`src/rtl/mem_arb_pkg.sv`:
```
// Shared constants and types for the main-memory arbiter.
package mem_arb_pkg;

  typedef enum logic [1:0] {
    IDLE  = 2'd0,
    WRITE = 2'd1,
    FILL  = 2'd2
  } state_e;

  // Requester identifiers, also the encoding of fill_dst
  localparam logic REQ_I = 1'b0;
  localparam logic REQ_D = 1'b1;

  localparam logic [15:0] BLOCK_MASK      = 16'hFFF0;
  localparam int          WORDS_PER_BLOCK = 8;
  localparam int          MEM_LATENCY     = 4;

  // Word index width within a block, and issue-counter width (needs to reach WORDS_PER_BLOCK)
  localparam int IDX_W = $clog2(WORDS_PER_BLOCK);
  localparam int CNT_W = IDX_W + 1;

endpackage

```
`src/rtl/mem_arbiter.sv`:
```
// Arbitrates the shared memory port between I-cache fills and D-cache
// fills / write-through stores. Fills are issued one word per cycle to a
// pipelined fixed-latency memory; returns are forwarded word by word.
module mem_arbiter
  import mem_arb_pkg::*;
(
  input  logic        clk,
  input  logic        rst_n,
  input  logic        ic_req,
  input  logic [15:0] ic_addr,
  input  logic        dc_req,
  input  logic        dc_wr,
  input  logic [15:0] dc_addr,
  input  logic [15:0] dc_wdata,
  output logic        mem_en,
  output logic        mem_wr,
  output logic [15:0] mem_addr,
  output logic [15:0] mem_wdata,
  input  logic [15:0] mem_rdata,
  input  logic        mem_data_valid,
  output logic        fill_valid,
  output logic        fill_dst,
  output logic [2:0]  fill_idx,
  output logic [15:0] fill_data,
  output logic        ic_done,
  output logic        dc_done,
  output logic        busy
);

  localparam logic [CNT_W-1:0] ISSUE_END = CNT_W'(WORDS_PER_BLOCK);
  localparam logic [IDX_W-1:0] LAST_IDX  = IDX_W'(WORDS_PER_BLOCK - 1);

  state_e             state_q;
  logic [CNT_W-1:0]   ic_cnt_q;
  logic [IDX_W-1:0]   rc_cnt_q;
  logic               last_grant_q;
  logic               grant_q;
  logic [15:0]        addr_q;
  logic [15:0]        wdata_q;
  logic               grant_d;
  logic [15:0]        base;

  // Tie goes to whoever was not served last; otherwise the sole requester
  assign grant_d = (ic_req && dc_req) ? ~last_grant_q : dc_req;
  assign base    = addr_q & BLOCK_MASK;
  assign busy    = (state_q != IDLE);

  // Transaction FSM with issue and return counters
  always_ff @(posedge clk) begin
    if (!rst_n) begin
      state_q      <= IDLE;
      ic_cnt_q     <= '0;
      rc_cnt_q     <= '0;
      last_grant_q <= REQ_I;
      grant_q      <= REQ_I;
      addr_q       <= '0;
      wdata_q      <= '0;
    end else begin
      case (state_q)
        IDLE: begin
          if (ic_req || dc_req) begin
            grant_q      <= grant_d;
            last_grant_q <= grant_d;
            ic_cnt_q     <= '0;
            rc_cnt_q     <= '0;
            if (grant_d == REQ_D) begin
              addr_q  <= dc_addr;
              wdata_q <= dc_wdata;
              state_q <= dc_wr ? WRITE : FILL;
            end else begin
              addr_q  <= ic_addr;
              state_q <= FILL;
            end
          end
        end
        WRITE: state_q <= IDLE;
        FILL: begin
          if (ic_cnt_q < ISSUE_END) begin
            ic_cnt_q <= ic_cnt_q + 1'b1;
          end
          if (mem_data_valid) begin
            rc_cnt_q <= rc_cnt_q + 1'b1;
            if (rc_cnt_q == LAST_IDX) begin
              state_q <= IDLE;
            end
          end
        end
        default: state_q <= IDLE;
      endcase
    end
  end

  // Memory strobes decode from registered state; fill/done follow the return path
  always_comb begin
    mem_en     = 1'b0;
    mem_wr     = 1'b0;
    mem_addr   = '0;
    mem_wdata  = '0;
    fill_valid = 1'b0;
    fill_dst   = 1'b0;
    fill_idx   = '0;
    fill_data  = '0;
    ic_done    = 1'b0;
    dc_done    = 1'b0;
    case (state_q)
      WRITE: begin
        mem_en    = 1'b1;
        mem_wr    = 1'b1;
        mem_addr  = addr_q;
        mem_wdata = wdata_q;
        dc_done   = 1'b1;
      end
      FILL: begin
        if (ic_cnt_q < ISSUE_END) begin
          mem_en   = 1'b1;
          // OR-in the word offset so the address never carries out of the block
          mem_addr = base | {{(16 - IDX_W - 1){1'b0}}, ic_cnt_q[IDX_W-1:0], 1'b0};
        end
        if (mem_data_valid) begin
          fill_valid = 1'b1;
          fill_dst   = grant_q;
          fill_idx   = rc_cnt_q;
          fill_data  = mem_rdata;
          if (rc_cnt_q == LAST_IDX) begin
            ic_done = (grant_q == REQ_I);
            dc_done = (grant_q == REQ_D);
          end
        end
      end
      default: ;
    endcase
  end

endmodule
```
`config.mk`:
```
export PLATFORM = sky130hd
export DESIGN_NAME = mem_arbiter
export DESIGN_NICKNAME = d
export VERILOG_FILES = /design/src/rtl/mem_arb_pkg.sv /design/src/rtl/mem_arbiter.sv
export SDC_FILE = /design/constraint.sdc
export NUM_CORES = 1
export LEC_CHECK = 0
export CORE_ASPECT_RATIO = 0.5
export CORE_MARGIN = 1.5
export CORE_UTILIZATION = 39
export DETAILED_ROUTE_END_ITERATION = 8
export HOLD_SLACK_MARGIN = 0.1
export PLACE_DENSITY_LB_ADDON = 0.25
export RECOVER_POWER = 50
export SYNTH_ARGS = -nofsm -noshare
export SYNTH_HDL_FRONTEND = slang
export SYNTH_SLANG_ARGS = --single-unit
```
`constraint.sdc`:
```
create_clock -name clk -period 2.25 [get_ports clk]
set_input_delay 0.45 -clock clk [delete_from_list [all_inputs] [get_ports clk]]
set_output_delay 0.45 -clock clk [all_outputs]
set_load 0.005 [all_outputs]
```
# Word-level counts from Yosys, hierarchy flattened
# Index checks and enable logic that the tools add are counted.
# classes
addsub	2
order_cmp	1
n_eq_ne	7
n_mux	34
n_bitwise	2
reduce_logical	10
# ops
op	count
$mux W16	5
$pmux W16 S2	1
$or A16 B4 Y16	1
$mux W1	12
$mux W3	4
$reduce_and A3 Y1	4
$mux W2	5
$mux W4	2
$ne A2 B2 Y1 const B	4
$pmux W4 S2	1
$pmux W3 S2	1
$add A4 B1 Y4 const B	1
$lt A4 B4 Y1 const B	1
$pmux W1 S2	2
$pmux W2 S2	1
$reduce_bool A2 Y1	2
$add A3 B1 Y3 const B	1
$eq A3 B3 Y1 const B	1
$eq A2 B1 Y1 const B	1
$eq A2 B2 Y1 const B	1
$logic_not A2 Y1	1
$reduce_and A2 Y1	1
$logic_and A1 B1 Y1	1
$logic_or A1 B1 Y1	1
$not A1 Y1	1
# totals
reg_bits	42
in_bits	70
output_inout_bits	58

# Longest topological paths before layout
# Gate-level depths: netlist of the first run.
# depth
word_depth	5
depth_mapped	7
mapped_depth_nobuf	5

# Worst setup path before layout of the first run
# No wires, ideal clock.
# synth_timing
kind	register to output
from	register state_q[0]
to	output port mem_addr[10]
arrival_time_ns	1.357
required_ns	1.800
setup_slack_ns	0.443
path_stages_with_launch	8
n_path_buf	2
path_cell_list	dfxtp_1 > inv_1 > ha_1 > nor2b_1 > buf_2 > o21a_1 > buf_2 > and2_1
# synth_via
elab_chain_len	2
word_cells_on_any_way	3
# synth_rtl
item	line_no	rtl
start: declaration	mem_arbiter.sv:33	state_e state_q;
start signal: assignment	mem_arbiter.sv:69	state_q <= dc_wr ? WRITE : FILL;
$eq A2 B2 Y1 / $eq A2 B1 Y1 (equally long branches)	mem_arbiter.sv:105	case (state_q)
$pmux W16 S2 (*)	mem_arbiter.sv:105	
end: declaration	mem_arbiter.sv:17	output logic [15:0] mem_addr,
# Mark *: on every way between the ends. The rest lies on a longest branch, timed or not.

# Final worst setup path of the first run
# layout_timing
from	register state_q[0]
to	output port mem_wdata[4]
# layout_via
elab_chain_len	2
# layout_rtl
item	line_no	rtl
$eq A2 B1 Y1	mem_arbiter.sv:105	
$mux W16	mem_arbiter.sv:105	
end: declaration	mem_arbiter.sv:18	output logic [15:0] mem_wdata,
# Every way passes these cells.

==> results of run 1 <==
## how the worst max path moves through the flow
stage,cells past startpoint,start,endpoint,slack [ns]
2_1_floorplan,7,state_q[0],mem_addr[10],0.44
3_3_place_gp,5,mem_data_valid,dc_done,-0.04
3_5_place_dp,4,mem_data_valid,fill_data[3],-0.06
4_1_cts,5,state_q[0],mem_addr[0],0.02
5_1_grt,5,dc_req,grant_q,-0.006
6_report,5,state_q[0],mem_wdata[4],0.04
## final cells by class
cell class | count | area share
Tap cell | 73 | 0.02290
Sequential cell | 42 | 0.2120
Inverter | 5 | 0.005332
Clock buffer | 7 | 0.03325
Clock inverter | 1 | 0.007528
Timing Repair Buffer | 151 | 0.3783
Multi-Input combinational cell | 229 | 0.3407
## power groups by stage
stage / clock network (uW) / registers, uW / logic (uW)
detailed placement: 0 / 871 / 571
global route: 838 / 867 / 712
finish: 799 / 860 / 655
global placement: 0 / 867 / 553
CTS: 811 / 859 / 642
floorplan: 0 / 859 / 310
## flip-flops by register name, indices dropped and copies added, names as in the netlist
signal and flops:
addr_q 16, grant_q 1, ic_cnt_q 4, rc_cnt_q 3
state_q 2, wdata_q 16
## Yosys cell counts (2+ instances only)
cell type | instances | area (sq um)
a21oi_1 | 19 | 95.09
a22oi_1 | 4 | 30.03
a31oi_1 | 19 | 118.9
and2_1 | 30 | 187.7
and3_1 | 20 | 125.1
buf_2 | 11 | 55.05
buf_4 | 2 | 15.01
buf_6 | 3 | 33.78
clkbuf_1 | 10 | 37.54
dfxtp_1 | 42 | 840.8
ha_1 | 6 | 75.07
inv_1 | 5 | 18.77
nand2_1 | 40 | 150.1
nand3_1 | 20 | 100.1
nand4b_1 | 2 | 17.52
nor2_1 | 4 | 15.01
nor2b_1 | 8 | 50.05
nor3_1 | 2 | 10.01
o21ai_0 | 23 | 115.1
o21ai_1 | 14 | 70.07
o22ai_1 | 4 | 25.02
## critical path, cell delays in order (launching register included)
cell             delay, ns
dfxtp_4               0.37
buf_4                 0.12
ha_4                  0.19
clkbuf_16             0.17
and2_1                0.13
clkdlybuf4s50_1       0.49
## placed cells by master (no fill, tap or decap), types with 7 or more instances in the layout
master / n
a21oi_1: 19
a31oi_1: 19
and2_1: 29
and3_1: 20
buf_4: 15
clkdlybuf4s50_1: 101
dfxtp_1: 40
dlygate4sd2_1: 22
nand2_1: 40
nand3_1: 20
nor2b_1: 7
o21ai_0: 23
o21ai_1: 14
## through the flow
step	power, uW	cell area (sq um)	TNS (ns)
floorplan	1169	2313	0
global placement	1421	3660	-0.5984
detailed placement	1442	3660	-0.9236
CTS	2312	3966	0
global route	2416	3989	-0.005913
finish	2314	3989	0
## kinds of logic (layout without fill, tap and decap cells)
kind of cell / Yosys count / count (layout)
and+or+nand+nor: 129 / 129
AOI/OAI and AO/OA: 93 / 94
DFF: 42 / 42
buffers and inverters: 31 / 164
adders and majority gates: 6 / 6
## layer usage
| layer | vias up | global-route usage | share of wire |
|---|---|---|---|
| met5 | - | 0 | 0 |
| met4 | 0 | 0.06777 | 0.017 |
| met3 | 16 | 0.05845 | 0.079 |
| met2 | 129 | 0.4462 | 0.48 |
| met1 | 1266 | 0.2943 | 0.42 |
| li1 | 1325 | - | - |
## repair_timing
action                                  4_1_cts  5_1_grt
buffers inserted                              4        2
pin swaps                                     3        1
hold buffers                                  0        0
cloned                                        3        1
endpoints found under the setup margin       45       10
gates resized for setup                      50        4
==> metrics.txt, run 1 <==
status finished with violations; failing checks DRC; Setup CP Type reg2out; Total GRT Usage 0.2446; core area 0.005610 sq mm; Layout area overhead 72.42%; WP data arrival 1.76 ns; HP Start wdata_q[13]; Top FF cell, synth dfxtp_1; number of synthesized flops with an enable pin 0; setup ws final 0.04195 ns; sw frac 0.2698; DRC errors left 10; FF-to-FF path depth 6; Final Core Density 0.7110; Max Cap Viol 0; first-pass GRT wire length 12610 um; CTS buffer count 5; DP Cell Count a little under 500; io pins 128; row cnt 19; multiplexer share of the synthesized area 0; Sw Pwr 624.4 uW; Root Buffer clkbuf_16; drt total wl 8179 um; adder-cell area share of the yosys netlist 0.03245; clock skew 0.004758 ns; Die Y 57.46 um; synthesized cell area around 0.0023 sq mm; Worst Path Required 1.80 ns; I/O Buffers 127; RR Startpoint state_q[1]; Wirelength per Cell 16.10 um; Final min period around 2.2 ns; Initial Util 0.4124; worst slack, placed -0.05878 ns; Sequential Power Share 0.372; hold depth 2; Pwr Density 580.2 mW/mm^2; die width 111.9 um; CP endpoint kind output pin; Comb pwr share 0.283; clk_lat worst skew 0.28 ns; antenna-violating nets left 0; number of antenna diodes 0; Final Hold Fails 0; Post-synth ARST share 0; post-synthesis sequential area ratio 0.3634; share of layout cells above drive strength 1 0.1011; Hold Slack between 0.4 and 0.5 ns; worst-path fanout max 11; Pint 1690 uW; clock power share 0.345; first-pass detailed-route iteration total 7; Worst R2R Setup Slack ~0.24 ns; Mapped Nets 377; clock input transition at the sequential cells of the worst setup and hold paths 0.06 ns; number of vias per cell around 5.4; clock buffer depth 2; hold endpoint wdata_q[13]; routability cong. 0.8035; H-tree Lvls 2; Slew Limit Fails 0; Initial DRC Count 176; Seq. cell area between 800 and 900 sq um; Synth Instances 301; FMAX 452.9 MHz; antenna violations before repair 0; fin cells 508; largest net degree at the start of global routing 34; Nets 510; reg-to-reg endpoint addr_q[1]; Hold Crit Class reg2reg; # clock sinks 42; main combinational cell family by area after synthesis simple AND/OR/NAND/NOR gates; gr ovfl total 0; Post-DP HPWL roughly 5300 um; die area roughly 0.0064 sq mm; Avg Inst Size Synth 7.686 sq um; XOR/XNOR Fraction of Synth Area 0; Worst Tran Pin Value 0.7404 ns; Final Setup Violations 0; fin crit share 0.9814; footprint of the multi-input gates 0.001359 sq mm; vias in the first global route 2666; fill cell count 430; #FFs+latches synth 42; TritonCTS clock tree yes; Leak 0.001703 uW; Yosys Warn Count 0; vias 2736; peak ir drop on the vdd network 0.3397 mV; Slew Limit Headroom 0.5064; Yosys cell types 34; complex-gate fraction of the synthesized area 0.2380; Worst setup SP type register; Simple-Gate Fraction of Synth Area 0.2969
(Power assumes the default switching activity.)
==> run 2, diff against run 1 <==
--- a/config.mk
+++ b/config.mk
@@ -7,7 +7,8 @@
 export LEC_CHECK = 0
 export CORE_ASPECT_RATIO = 0.5
 export CORE_MARGIN = 1.5
-export CORE_UTILIZATION = 39
+export CORE_UTILIZATION = 35
+export CTS_BUF_LIST = sky130_fd_sc_hd__clkbuf_4 sky130_fd_sc_hd__clkbuf_8
 export DETAILED_ROUTE_END_ITERATION = 8
 export HOLD_SLACK_MARGIN = 0.1
 export PLACE_DENSITY_LB_ADDON = 0.25
==> run 2 against run 1 <==
- the run now ends clean
- non-clock buffer count unchanged
- clock power decreased by 24%
- cell count up 2.8%
- maximum frequency is essentially flat
- sequential cell count unchanged
- global-route usage fell by 3.6 points
- total power shrank 8.3%
- combinational power hardly changed
- sequential power about the same
- wire length fell by 3.6%
- worst setup slack better by 0.0011 ns
- critical path type unchanged
- largest cell class unchanged
==> metrics.txt, run 2 (synthesis gave the netlist of run 1 again) <==
status finished, final reports clean; worst-path fanout max 7 (-4); Pwr Density 535.7 mW/mm^2 (-7.7%); Slew Limit Headroom 0.5190 (+0.01260); Root Buffer clkbuf_8; TritonCTS clock tree yes; setup ws final 0.04308 ns (+0.001134 ns); DRC errors left 0 (-10); row cnt 20 (+1); vias in the first global route 2519 (-5.5%); clk_lat worst skew 0.29 ns (about the same); gr ovfl total 0 (unchanged); I/O Buffers 127 (unchanged); Worst setup SP type register; number of antenna diodes 0 (unchanged); FMAX 453.1 MHz (about the same); Wirelength per Cell 15.10 um (-6.2%); CP endpoint kind output pin; H-tree Lvls 2 (unchanged); largest net degree at the start of global routing 34 (unchanged); Final Hold Fails 0 (unchanged); io pins 128 (unchanged); antenna-violating nets left 0 (unchanged); Final min period 2.207 ns (-0.001134 ns); Setup CP Type reg2out; Max Cap Viol 0 (unchanged); die width 118.0 um (+5.4%); Worst Tran Pin Value 0.7207 ns (-0.01969 ns); cts hold-fix bufs 0 (unchanged); number of vias per cell 5.218 (-3.1%); Die Y 60.49 um (+5.3%); Worst Path Required 1.80 ns (about the same); Placed Area 0.003679 sq mm (+0.51%); commonest non-fill, non-tap cells in the layout clkdlybuf4s50_1, nand2_1, dfxtp_1; first-pass GRT wire length 11850 um (-6.1%); WP data arrival 1.76 ns (about the same); Initial Util 0.3713 (-0.04107); # clock sinks 42 (unchanged); vias 2724 (-0.44%); clock skew 0.004229 ns (-0.0005284 ns); antenna violations before repair 0 (unchanged); Total GRT Usage 0.2090 (-0.03556); worst slack, placed -0.06613 ns (-0.007355 ns); Finished Cell Area 0.003960 sq mm (-0.72%); Hold Crit Class reg2reg; Post-DP HPWL 5330 um (+0.13%); drt total wl 7883 um (-3.6%); share of layout cells above drive strength 1 0.1152 (+0.01406); Initial DRC Count 157 (-11%); Hold Slack 0.4751 ns (-0.001404 ns); peak ir drop on the vdd network 0.2633 mV (-23%); RSZ-0062 raised after global routing yes; Slew Limit Fails 0 (unchanged); die area 0.007136 sq mm (+11%); routability cong. 0.7852 (-2.3%); core area 0.006231 sq mm (+11%); fin crit share 0.9809 (about the same); Nets 509 (-0.20%); clock input transition at the sequential cells of the worst setup and hold paths 0.08 ns (+0.02 ns); first-pass detailed-route iteration total 5 (-2); Final Setup Violations 0 (unchanged); commonest non-fill, non-tap cell in the layout clkdlybuf4s50_1; clock buffer depth 2 (unchanged); Layout area overhead 71.17%; CTS buffer count 5 (unchanged); Leak 0.001672 uW (-1.8%); biggest regs addr_q x16, wdata_q x16, ic_cnt_q x4
[run 2: cell types whose count changed in the layout (fill, tap and decap cells not counted), sizes merged]
| cell | before | now |
|---|---|---|
| buf | 21 | 20 |
| clkbuf | 9 | 15 |
| dlymetal6s2s | 1 | 2 |
| clkdlybuf4s50 | 101 | 100 |
| o21a | 3 | 2 |
| dlygate4sd2 | 22 | 13 |
| clkdlybuf4s15 | 2 | 6 |
[run 2: stage by stage]
step,TNS (ns),util,power [uW],instances
3_3_place_gp,-0.01529,0.5904,1423,505
6_report,0,0.6355,2121,522
3_5_place_dp,-0.1408,0.5904,1440,505
5_1_grt,-0.1642,0.6355,2230,522
2_1_floorplan,0,-,1169,301
4_1_cts,0,0.6275,2097,520
[run 2: power by group]
part,internal (uW),leakage (uW),switching (uW),total (uW)
combinational,353,0.00127,299,652
clock,356,0.0000593,255,611
sequential,818,0.000346,40.3,858
total,1530,0.00167,594,2120
[run 2: what timing repair did]
item	4_1_cts	5_1_grt
pin swaps	1	2
gates resized for setup	46	20
buffers inserted	4	0
setup endpoints to repair	38	51
cloned	3	2
[run 2: area by class of cell]
type	instances	area, sq um
inverter	5	18.77
tap	88	110.1
fill	537	2271
sequential	42	843.3
clock buffer	7	83.83
multi-input combinational	228	1358
clock inverter	1	30.03
timing repair buffer	151	1516
[run 2: layer usage]
layer	routed length (um)	up-vias	GRT usage
met4	50	0	0.05401
met1	3356	1273	0.2519
li1	-	1325	-
met2	3935	120	0.3901
met5	0	-	0
met3	541	6	0.04981
[run 2: worst paths after layout]
check | slack (ns) | cells past startpoint | from | end
max | 0.04 | 6 | state_q[1] | mem_addr[8]
min | 0.48 | 2 | wdata_q[4] | wdata_q[4]
max reg2reg | 0.24 | 6 | state_q[1] | state_q[0]
min reg2reg | 0.48 | 2 | wdata_q[4] | wdata_q[4]
[run 2: worst max-delay path, cell delays in order (launching register included)]
cell	delay, ns
dfxtp_2	0.37
inv_1	0.09
ha_1	0.33
o21a_4	0.15
buf_12	0.13
and2_1	0.15
dlygate4sd2_1	0.26
